<file path="src/rtl/ping_pong_counter_gen_if.sv">
// Control/status bundle between the counter core and its front end / display driver.
interface ping_pong_counter_gen_if #(
  parameter int WIDTH  = 8,
  parameter int STEP_W = 4
);
  logic              tick;
  logic              enable;
  logic              flip;
  logic              mode;
  logic [STEP_W-1:0] step;
  logic [WIDTH-1:0]  max;
  logic [WIDTH-1:0]  min;
  logic [WIDTH-1:0]  count;
  logic              dir;
  logic              event_p;
  logic              range_ok;

  modport master (
    output tick, enable, flip, mode, step, max, min,
    input  count, dir, event_p, range_ok
  );

  modport slave (
    input  tick, enable, flip, mode, step, max, min,
    output count, dir, event_p, range_ok
  );
endinterface

</file>
<file path="src/rtl/ping_pong_counter_gen.sv">
// Bounce/wrap counter advancing on tick; count/dir/event_p registered, 1 cycle after tick.
// No backpressure: every qualifying tick advances, flips between ticks are held in r_pend.
module ping_pong_counter_gen #(
  parameter int WIDTH  = 8,
  parameter int STEP_W = 4
) (
  input  logic                     i_clk,
  input  logic                     i_rst_n,
  ping_pong_counter_gen_if.slave   bus
);
  localparam int XW = WIDTH + 1;

  logic [WIDTH-1:0] r_count;
  logic             r_dir;
  logic             r_event;
  logic             r_pend;

  logic             w_range_ok;
  logic             w_adv;
  logic             w_d;
  logic [XW-1:0]    w_s;
  logic [XW-1:0]    w_cnt_x;
  logic [XW-1:0]    w_max_x;
  logic [XW-1:0]    w_min_x;
  logic [XW-1:0]    w_up_sum;
  logic [WIDTH-1:0] w_dn_diff;
  logic [WIDTH-1:0] w_up_sat;
  logic [WIDTH-1:0] w_dn_sat;
  logic             w_at_max;
  logic             w_at_min;

  assign w_range_ok = bus.max > bus.min;
  assign w_adv      = bus.tick && bus.enable && w_range_ok;
  // A flip in the same cycle as the tick is folded in directly.
  assign w_d        = r_dir ^ (r_pend | bus.flip);

  assign w_s       = (bus.step == '0) ? XW'(1) : XW'(bus.step);
  assign w_cnt_x   = XW'(r_count);
  assign w_max_x   = XW'(bus.max);
  assign w_min_x   = XW'(bus.min);
  assign w_up_sum  = w_cnt_x + w_s;
  assign w_dn_diff = r_count - w_s[WIDTH-1:0];
  assign w_up_sat  = (w_up_sum > w_max_x) ? bus.max : w_up_sum[WIDTH-1:0];
  // Borrow-free test: only subtract when the result stays at or above min.
  assign w_dn_sat  = (w_cnt_x >= w_min_x + w_s) ? w_dn_diff : bus.min;
  assign w_at_max  = r_count == bus.max;
  assign w_at_min  = r_count == bus.min;

  always_ff @(posedge i_clk) begin
    if (!i_rst_n) begin
      r_count <= bus.min;
      r_dir   <= 1'b1;
      r_event <= 1'b0;
      r_pend  <= 1'b0;
    end else begin
      r_event <= 1'b0;
      if (w_adv) begin
        r_pend <= 1'b0;
        if (r_count > bus.max) begin
          r_count <= bus.max;
          r_dir   <= 1'b0;
        end else if (r_count < bus.min) begin
          r_count <= bus.min;
          r_dir   <= 1'b1;
        end else if (!bus.mode) begin
          if (w_d) begin
            r_count <= w_at_max ? w_dn_sat : w_up_sat;
            r_dir   <= !w_at_max;
            r_event <= w_at_max;
          end else begin
            r_count <= w_at_min ? w_up_sat : w_dn_sat;
            r_dir   <= w_at_min;
            r_event <= w_at_min;
          end
        end else begin
          r_dir <= w_d;
          if (w_d) begin
            r_count <= w_at_max ? bus.min : w_up_sat;
            r_event <= w_at_max;
          end else begin
            r_count <= w_at_min ? bus.max : w_dn_sat;
            r_event <= w_at_min;
          end
        end
      end else if (bus.flip) begin
        r_pend <= 1'b1;
      end
    end
  end

  assign bus.count    = r_count;
  assign bus.dir      = r_dir;
  assign bus.event_p  = r_event;
  assign bus.range_ok = w_range_ok;
endmodule

</file>
<file path="src/flat_wrapper.sv">
// flat-port wrapper written by rule: the top's interface ports become plain ports
module ping_pong_counter_gen_flat 
#(
  parameter int WIDTH  = 8,
  parameter int STEP_W = 4
)
  (i_clk, i_rst_n, bus_tick, bus_enable, bus_flip, bus_mode, bus_step, bus_max, bus_min, bus_count, bus_dir, bus_event_p, bus_range_ok);
  ping_pong_counter_gen_if #(.WIDTH(WIDTH), .STEP_W(STEP_W)) bus_i ();
  input  logic i_clk;
  input  logic i_rst_n;
  input wire logic [$bits(bus_i.tick)-1:0] bus_tick;
  input wire logic [$bits(bus_i.enable)-1:0] bus_enable;
  input wire logic [$bits(bus_i.flip)-1:0] bus_flip;
  input wire logic [$bits(bus_i.mode)-1:0] bus_mode;
  input wire logic [$bits(bus_i.step)-1:0] bus_step;
  input wire logic [$bits(bus_i.max)-1:0] bus_max;
  input wire logic [$bits(bus_i.min)-1:0] bus_min;
  output wire logic [$bits(bus_i.count)-1:0] bus_count;
  output wire logic [$bits(bus_i.dir)-1:0] bus_dir;
  output wire logic [$bits(bus_i.event_p)-1:0] bus_event_p;
  output wire logic [$bits(bus_i.range_ok)-1:0] bus_range_ok;
  assign bus_i.tick = bus_tick;
  assign bus_i.enable = bus_enable;
  assign bus_i.flip = bus_flip;
  assign bus_i.mode = bus_mode;
  assign bus_i.step = bus_step;
  assign bus_i.max = bus_max;
  assign bus_i.min = bus_min;
  assign bus_count = bus_i.count;
  assign bus_dir = bus_i.dir;
  assign bus_event_p = bus_i.event_p;
  assign bus_range_ok = bus_i.range_ok;
  ping_pong_counter_gen #(.WIDTH(WIDTH), .STEP_W(STEP_W)) u_core (.i_clk(i_clk), .i_rst_n(i_rst_n), .bus(bus_i));
endmodule
</file>
<file path="config.mk">
export PLATFORM = sky130hd
export DESIGN_NAME = ping_pong_counter_gen_flat
export DESIGN_NICKNAME = d
export VERILOG_FILES = /design/src/rtl/ping_pong_counter_gen_if.sv /design/src/rtl/ping_pong_counter_gen.sv /design/src/flat_wrapper.sv
export SDC_FILE = /design/constraint.sdc
export NUM_CORES = 1
export LEC_CHECK = 0
export ABC_AREA = 1
export CAP_MARGIN = 20
export CORE_UTILIZATION = 52
export DETAILED_ROUTE_END_ITERATION = 10
export PLACE_DENSITY = 0.79
export SLEW_MARGIN = 20
export SYNTH_ARGS = -nofsm -noshare
export SYNTH_HDL_FRONTEND = slang
export SYNTH_SLANG_ARGS = --single-unit
</file>
<file path="constraint.sdc">
create_clock -name i_clk -period 3.3 [get_ports i_clk]
set_input_delay 0.66 -clock i_clk [delete_from_list [all_inputs] [get_ports i_clk]]
set_output_delay 0.66 -clock i_clk [all_outputs]
set_load 0.005 [all_outputs]
</file>
==> impl_metrics.csv, run 1 <==
group,metric,value,unit
final_layout,multi_input_area,2510,µm²
synthesis,ys_ff_latch,11,
final_layout,num-fill-cells,357,
die,die-area,5580,µm²
cts,postCtsHoldBufs,0,
critical_path,critical_path_class,"in2reg",
power_and_ir_drop,p_clk_share,9.4,%
global_route,track_usage,34.6,%
power_and_ir_drop,powerDensity,371,nW/µm²
placed_design,placed_area,3540,µm²
worst_hold_path,hold_depth,2,
synthesis,synth_nets,521,
detailed_routing,drt_wl_total,10400,µm
final_layout,finalNetCount,619,
critical_path,startpoint_type,"primary input",
power_and_ir_drop,power_leakage,2.07,nW
power_and_ir_drop,switching_share,49.0,%
timing,slew_violations,0,
cts,cts.sinks,11,
die,die_w,74.7,µm
timing,fin_crit_sh,101,%
die,core.rowCount,26,
timing,hold_viol_final,0,
detailed_routing,drtIter0Drc,402,
global_route,top_usage_layer,"met2",
global_route,antenna_found_initial,0,
synthesis,synth_cell_type_count,37,
final_layout,ff_latch_area,300,µm²
timing,setup_viol,3,
worst_hold_path,min_to,"u_core.r_pend",
die,core_area,5110,µm²
timing,setup_slack,-0.0372,ns
cts,cts_buffers,3,
synthesis,synth_warnings,0,
power_and_ir_drop,internal_power,0.771,mW
die,io_pins,37,
cts,h-tree-depth,1,
critical_path,ff2ff_path_depth,22,
power_and_ir_drop,p_sw,0.741,mW
detailed_routing,vias,3503,
global_route,use_met2,59.8,%
worst_hold_path,hold_class,"reg2reg",
critical_path,cp_data_required_time,3.30,ns
critical_path,path_max_fanout,5,
global_route,grt_pass1_vias,3046,
critical_path,critPathCaptureType,"flip-flop",
final_layout,area_growth,48.5,%
critical_path,worstReg2RegStart,"u_core.bus.count[2]",
placed_design,port_buffers,36,
timing,worst_slew_pin_slew,0.526,ns
cts,clock_path_buffers,2,
detailed_routing,first_pass_iters,7,
final_layout,utilization,79.9,%
final_layout,final_cell_mix,"118 x nand2_1, 61 x buf_4, 55 x inv_1, 40 x ha_1, 33 x nand3_1",
global_route,gr-usage-met1,44.3,%
final_layout,layout_commonest_cell,"nand2_1",
detailed_routing,postRouteAntennaNets,0,
final_layout,fin_area,4080,µm²
run_status,violations,"negative setup slack",
timing,rsz0062_at_grt,"yes",
final_layout,diodes,0,
die,initial_core_util,53.8,%
synthesis,yosysSeqAreaShare,10.9,%
worst_hold_path,worstHoldStart,"u_core.r_pend",
detailed_routing,detail_route.vias_per_cell,5.75,
cts,cts-root-buf,"clkbuf_8",
critical_path,critical_path_arrival,3.34,ns
die,fp.dieH,74.7,µm
timing,finalCriticalPeriod,3.34,ns
job,cap_violations,0,
timing,relSlewSlack,64.9,%
cts,clk-insertion-delay-late,0.24,ns
global_route,grt_overflow_total,0,
timing,skew,0.00335,ns
power_and_ir_drop,vdd_drop_max,276,µV
synthesis,syn_area,2750,µm²
critical_path,r2r_end,"u_core.bus.count[4]",
placed_design,gp_congestion,1.07,
global_route,grt.met3_usage,5.22,%
run_status,status,"finished with violations",
power_and_ir_drop,pwr-share-seq,13.4,%
detailed_routing,drcViolationCount,0,
timing,fmax,300,MHz
critical_path,reg2reg_slack,0.08,ns
cts,cts_tree,"done",
placed_design,hpwlAfterDp,7400,µm
final_layout,layout-drive-gt1-share,29.7,%
global_route,grt_max_degree,13,
detailed_routing,post_drt_wl_per_cell,17.1,µm
power_and_ir_drop,combPwrFrac,77.2,%
synthesis,syn_inst,442,
synthesis,syn_avg_cell_area,6.22,µm²
global_route,grt_pass1_wl,14500,µm
cts,clkTransAtPathRegs,0.06,ns
[cells in the mapped netlist (all sizes together)]
cell,count,area (µm²)
a31o,1,8.76
ha,52,651
dfxtp,3,60.1
nor2,26,129
nand4,12,90.1
and3,1,6.26
a21oi,30,154
edfxtp,8,240
fa,1,20.0
clkbuf,4,15.0
inv,67,252
buf,4,20.0
o21ai,18,93.8
xnor2,1,8.76
nand2,141,557
xor2,11,104
nand3,42,210
a211oi,1,7.51
o211ai,3,22.5
clkinv,1,3.75
a21o,1,7.51
o21a,1,7.51
nor3,4,20.0
nand3b,1,7.51
a41oi,1,8.76
o22ai,7,43.8
[area by class of cell]
class                           count  area share, %
Clock inverter                      1          0.123
Sequential cell                    11           7.36
Tap cell                           70           2.15
Multi-Input combinational cell    355           61.5
Clock buffer                        3           1.01
Inverter                           68           6.38
Timing Repair Buffer              101           21.4
[layer usage]
layer	wire length, µm	share of wire, %
met3	958	9.2
met5	0	0
met2	4940	48
met4	513	4.9
met1	3970	38
[worst max-delay path, cell delays in order]
cell	delay [ns]
buf_6	0.07
inv_2	0.05
a31o_4	0.24
ha_4	0.16
ha_2	0.17
inv_1	0.06
nand2_2	0.08
nand3_2	0.11
nand2_2	0.09
nand3_2	0.08
nand2_2	0.07
inv_2	0.11
ha_4	0.21
a21o_1	0.19
a21oi_2	0.16
nand2_2	0.08
nand2_4	0.10
buf_6	0.12
nand3_1	0.07
nand3_1	0.12
nand3_1	0.09
nand2_1	0.07
nand2_1	0.06
nand2_1	0.09
nand2_1	0.06
[kinds of logic (layout without fill, tap and decap cells)]
logic type / Yosys count / in the layout / synth area share [%]
AOI/OAI and AO/OA: 63 / 63 / 12.9
adders and majority gates: 53 / 53 / 24.4
xor gates and xnor gates: 12 / 12 / 4.10
buffers and inverters: 76 / 173 / 10.6
DFF: 11 / 11 / 10.9
and+or+nand+nor: 227 / 227 / 37.1
[state kept, by name, indices dropped and copies added, names as in the netlist]
signal,count
u_core.bus.count,8
u_core.bus.dir,1
u_core.bus.event_p,1
u_core.r_pend,1
[per-stage QoR]
| stage | instances | worst slack [ns] | power (mW) | TNS, ns | hold slack (ns) |
|---|---|---|---|---|---|
| 2_1_floorplan | 442 | 0.0186 | 0.746 | 0 | 0.463 |
| 3_3_place_gp | 590 | -0.653 | 1.06 | -4.89 | 0.486 |
| 3_5_place_dp | 590 | -0.735 | 1.09 | -5.65 | 0.502 |
| 4_1_cts | 602 | -0.0125 | 1.33 | -0.0125 | 0.515 |
| 5_1_grt | 609 | -0.174 | 1.61 | -1.07 | 0.572 |
| 6_report | 609 | -0.0372 | 1.51 | -0.0512 | 0.514 |
[repair_timing]
item,in CTS,in global routing
gates resized for setup,50,56
endpoints found under the setup margin,9,9
setup buffers,8,7
pin swaps,19,43
[worst max-delay path by stage]
stage	start	to	slack, ns	cells after the start
after global routing	bus_step[1]	u_core.bus.count[4]	-0.17	26
after global placement	bus_step[2]	u_core.bus.count[0]	-0.65	24
after CTS	bus_step[1]	u_core.bus.count[5]	-0.01	25
final	bus_step[1]	u_core.bus.count[4]	-0.04	25
after detailed placement	bus_step[2]	u_core.bus.count[2]	-0.74	27
after floorplan	bus_step[2]	u_core.bus.count[1]	0.02	23
[power by group through the flow]
stage / clock, mW / sequential, mW / combinational, mW
global placement: 0 / 0.198 / 0.866
global route: 0.145 / 0.203 / 1.26
detailed placement: 0 / 0.199 / 0.893
floorplan: 0 / 0.199 / 0.547
finish: 0.142 / 0.203 / 1.17
CTS: 0.139 / 0.198 / 0.991
Power figures use the tool's default switching activity.
==> run 2: changes to the inputs <==
Settings changed: PLACE_DENSITY 0.79 to not set, PLACE_DENSITY_LB_ADDON set to 0.08.
==> impl_metrics.csv, run 2 (synthesis gave the netlist of run 1 again) <==
group,metric,value,unit
timing,fmax,305,MHz
critical_path,ff2ff_path_depth,21,
worst_hold_path,hold_depth,2,
critical_path,critical_path_class,"in2reg",
critical_path,cp_data_required_time,3.29,ns
global_route,track_usage,36.5,%
global_route,grt_pass1_vias,3190,
global_route,top_usage_layer,"met2",
final_layout,final_cell_mix,"114 x nand2_1, 61 x buf_4, 53 x inv_1, 38 x ha_1, 29 x nand3_1",
global_route,grt.met3_usage,2.81,%
global_route,grt_overflow_total,0,
die,fp.dieH,74.7,µm
cts,cts_buffers,3,
cts,clkTransAtPathRegs,0.05,ns
placed_design,dp.cells,593,
cts,cts-root-buf,"clkbuf_8",
detailed_routing,drtIter0Drc,346,
worst_hold_path,hold_class,"reg2reg",
detailed_routing,drt_wl_total,10900,µm
final_layout,layout.cells.non_filler,607,
cts,cts.sinks,11,
global_route,use_met2,62.1,%
die,initial_core_util,53.8,%
die,core_area,5110,µm²
power_and_ir_drop,vdd_drop_max,215,µV
timing,worst_slew_pin_slew,0.560,ns
die,core.rowCount,26,
timing,setup_viol,0,
placed_design,port_buffers,36,
global_route,grt_pass1_wl,15000,µm
detailed_routing,postRouteAntennaNets,0,
cts,h-tree-depth,1,
power_and_ir_drop,powerDensity,373,nW/µm²
detailed_routing,drcViolationCount,0,
final_layout,finalNetCount,617,
job,cap_violations,0,
timing,finalCriticalPeriod,3.28,ns
detailed_routing,post_drt_wl_per_cell,18.0,µm
final_layout,largest_reg_flops,8,
critical_path,r2r_end,"u_core.bus.count[4]",
critical_path,critical_path_arrival,3.27,ns
detailed_routing,detail_route.vias_per_cell,5.86,
placed_design,hpwlAfterDp,7710,µm
global_route,grt_max_degree,12,
worst_hold_path,min_to,"u_core.r_pend",
die,die-area,5580,µm²
cts,clk-insertion-delay-late,0.24,ns
power_and_ir_drop,fin_total_pwr,1.55,mW
cts,clock_path_buffers,2,
global_route,antenna_found_initial,0,
die,die_w,74.7,µm
cts,postCtsHoldBufs,0,
critical_path,path_max_fanout,6,
cts,cts_tree,"done",
critical_path,reg2reg_slack,0.15,ns
worst_hold_path,worstHoldStart,"u_core.r_pend",
timing,hold_viol_final,0,
die,io_pins,37,
critical_path,critical_path.startpoint,"bus_step[2]",
timing,slew_violations,0,
power_and_ir_drop,power_leakage,2.08,nW
placed_design,gp_congestion,1.02,
timing,relSlewSlack,62.6,%
timing,fin_crit_sh,99.3,%
final_layout,area_growth,51.5,%
global_route,gr-usage-met1,47.7,%
detailed_routing,vias,3556,
final_layout,layout_commonest_cell,"nand2_1",
timing,rsz0062_at_grt,"yes",
timing,skew,0.00495,ns
run_status,status,"complete, no violations",
detailed_routing,first_pass_iters,5,
critical_path,critPathCaptureType,"flip-flop",
final_layout,layout-drive-gt1-share,31.8,%
critical_path,worstReg2RegStart,"u_core.bus.count[2]",
final_layout,diodes,0,
critical_path,startpoint_type,"primary input",
[run 2: changes by cell type in the layout (fill, tap and decap cells not counted), moves of 3 or more]
cell,delta
nand2_1,-4
nor2_2,-3
inv_2,+4
nand3_1,-4
ha_4,+3
[run 2: through the flow]
step / setup TNS [ns] / util (%) / hold WS, ns / worst slack [ns] / area [µm²]
after floorplan: 0 / - / 0.463 / 0.0186 / 2750
after global placement: -4.90 / 70.0 / 0.480 / -0.625 / 3570
after detailed placement: -5.92 / 70.0 / 0.510 / -0.764 / 3570
after CTS: 0 / 74.2 / 0.524 / 0.00152 / 3790
after global routing: -1.15 / 81.5 / 0.547 / -0.206 / 4160
final: 0 / 81.5 / 0.515 / 0.0230 / 4160
[run 2: where the power goes]
| group | switching, mW | internal, mW |
|---|---|---|
| logic | 0.672 | 0.534 |
| clock network | 0.0563 | 0.0852 |
| registers | 0.0331 | 0.172 |
[run 2: routing by layer]
metal	vias up	part of all wire [%]
li1	1652	-
met1	1633	41
met2	230	47
met3	41	8.3
met4	0	3.8
met5	-	0
[run 2: worst max-delay path, stage by stage]
cell and delay (ns):
buf_6 0.08, inv_2 0.04, a31o_4 0.26, ha_4 0.16, ha_2 0.18, inv_2 0.07, nand2_4 0.08, nand3_4 0.09
nand2_4 0.07, nand3_2 0.07, nand2_2 0.07, inv_2 0.09, ha_4 0.20, a21o_1 0.19, a21oi_2 0.18, nand2_2 0.08
nand2_4 0.10, buf_12 0.12, nand3_2 0.09, nand3_2 0.10, nand3_2 0.07, nand2_2 0.06, nand2_1 0.05, nand2_1 0.08
nand2_1 0.05
[run 2: worst max-delay path by stage]
| stage | slack [ns] | cells after the start | endpoint |
|---|---|---|---|
| 2_1_floorplan | 0.02 | 23 | u_core.bus.count[1] |
| 3_3_place_gp | -0.62 | 27 | u_core.bus.count[2] |
| 3_5_place_dp | -0.76 | 27 | u_core.bus.count[5] |
| 4_1_cts | 0.002 | 9 | bus_range_ok |
| 5_1_grt | -0.21 | 25 | u_core.bus.count[4] |
| 6_report | 0.02 | 25 | u_core.bus.count[4] |
[run 2: area by class of cell]
| class | count | area [µm²] |
|---|---|---|
| timing repair buffer | 99 | 852 |
| clock buffer | 4 | 45.0 |
| fill | 354 | 946 |
| inverter | 68 | 255 |
| sequential | 11 | 300 |
| tap | 70 | 87.6 |
| multi-input combinational | 355 | 2620 |
[run 2: what timing repair did]
item | CTS | global route
pin swaps | 21 | 34
buffers inserted | 8 | 2
resized for setup | 46 | 75
setup endpoints to repair | 9 | 9
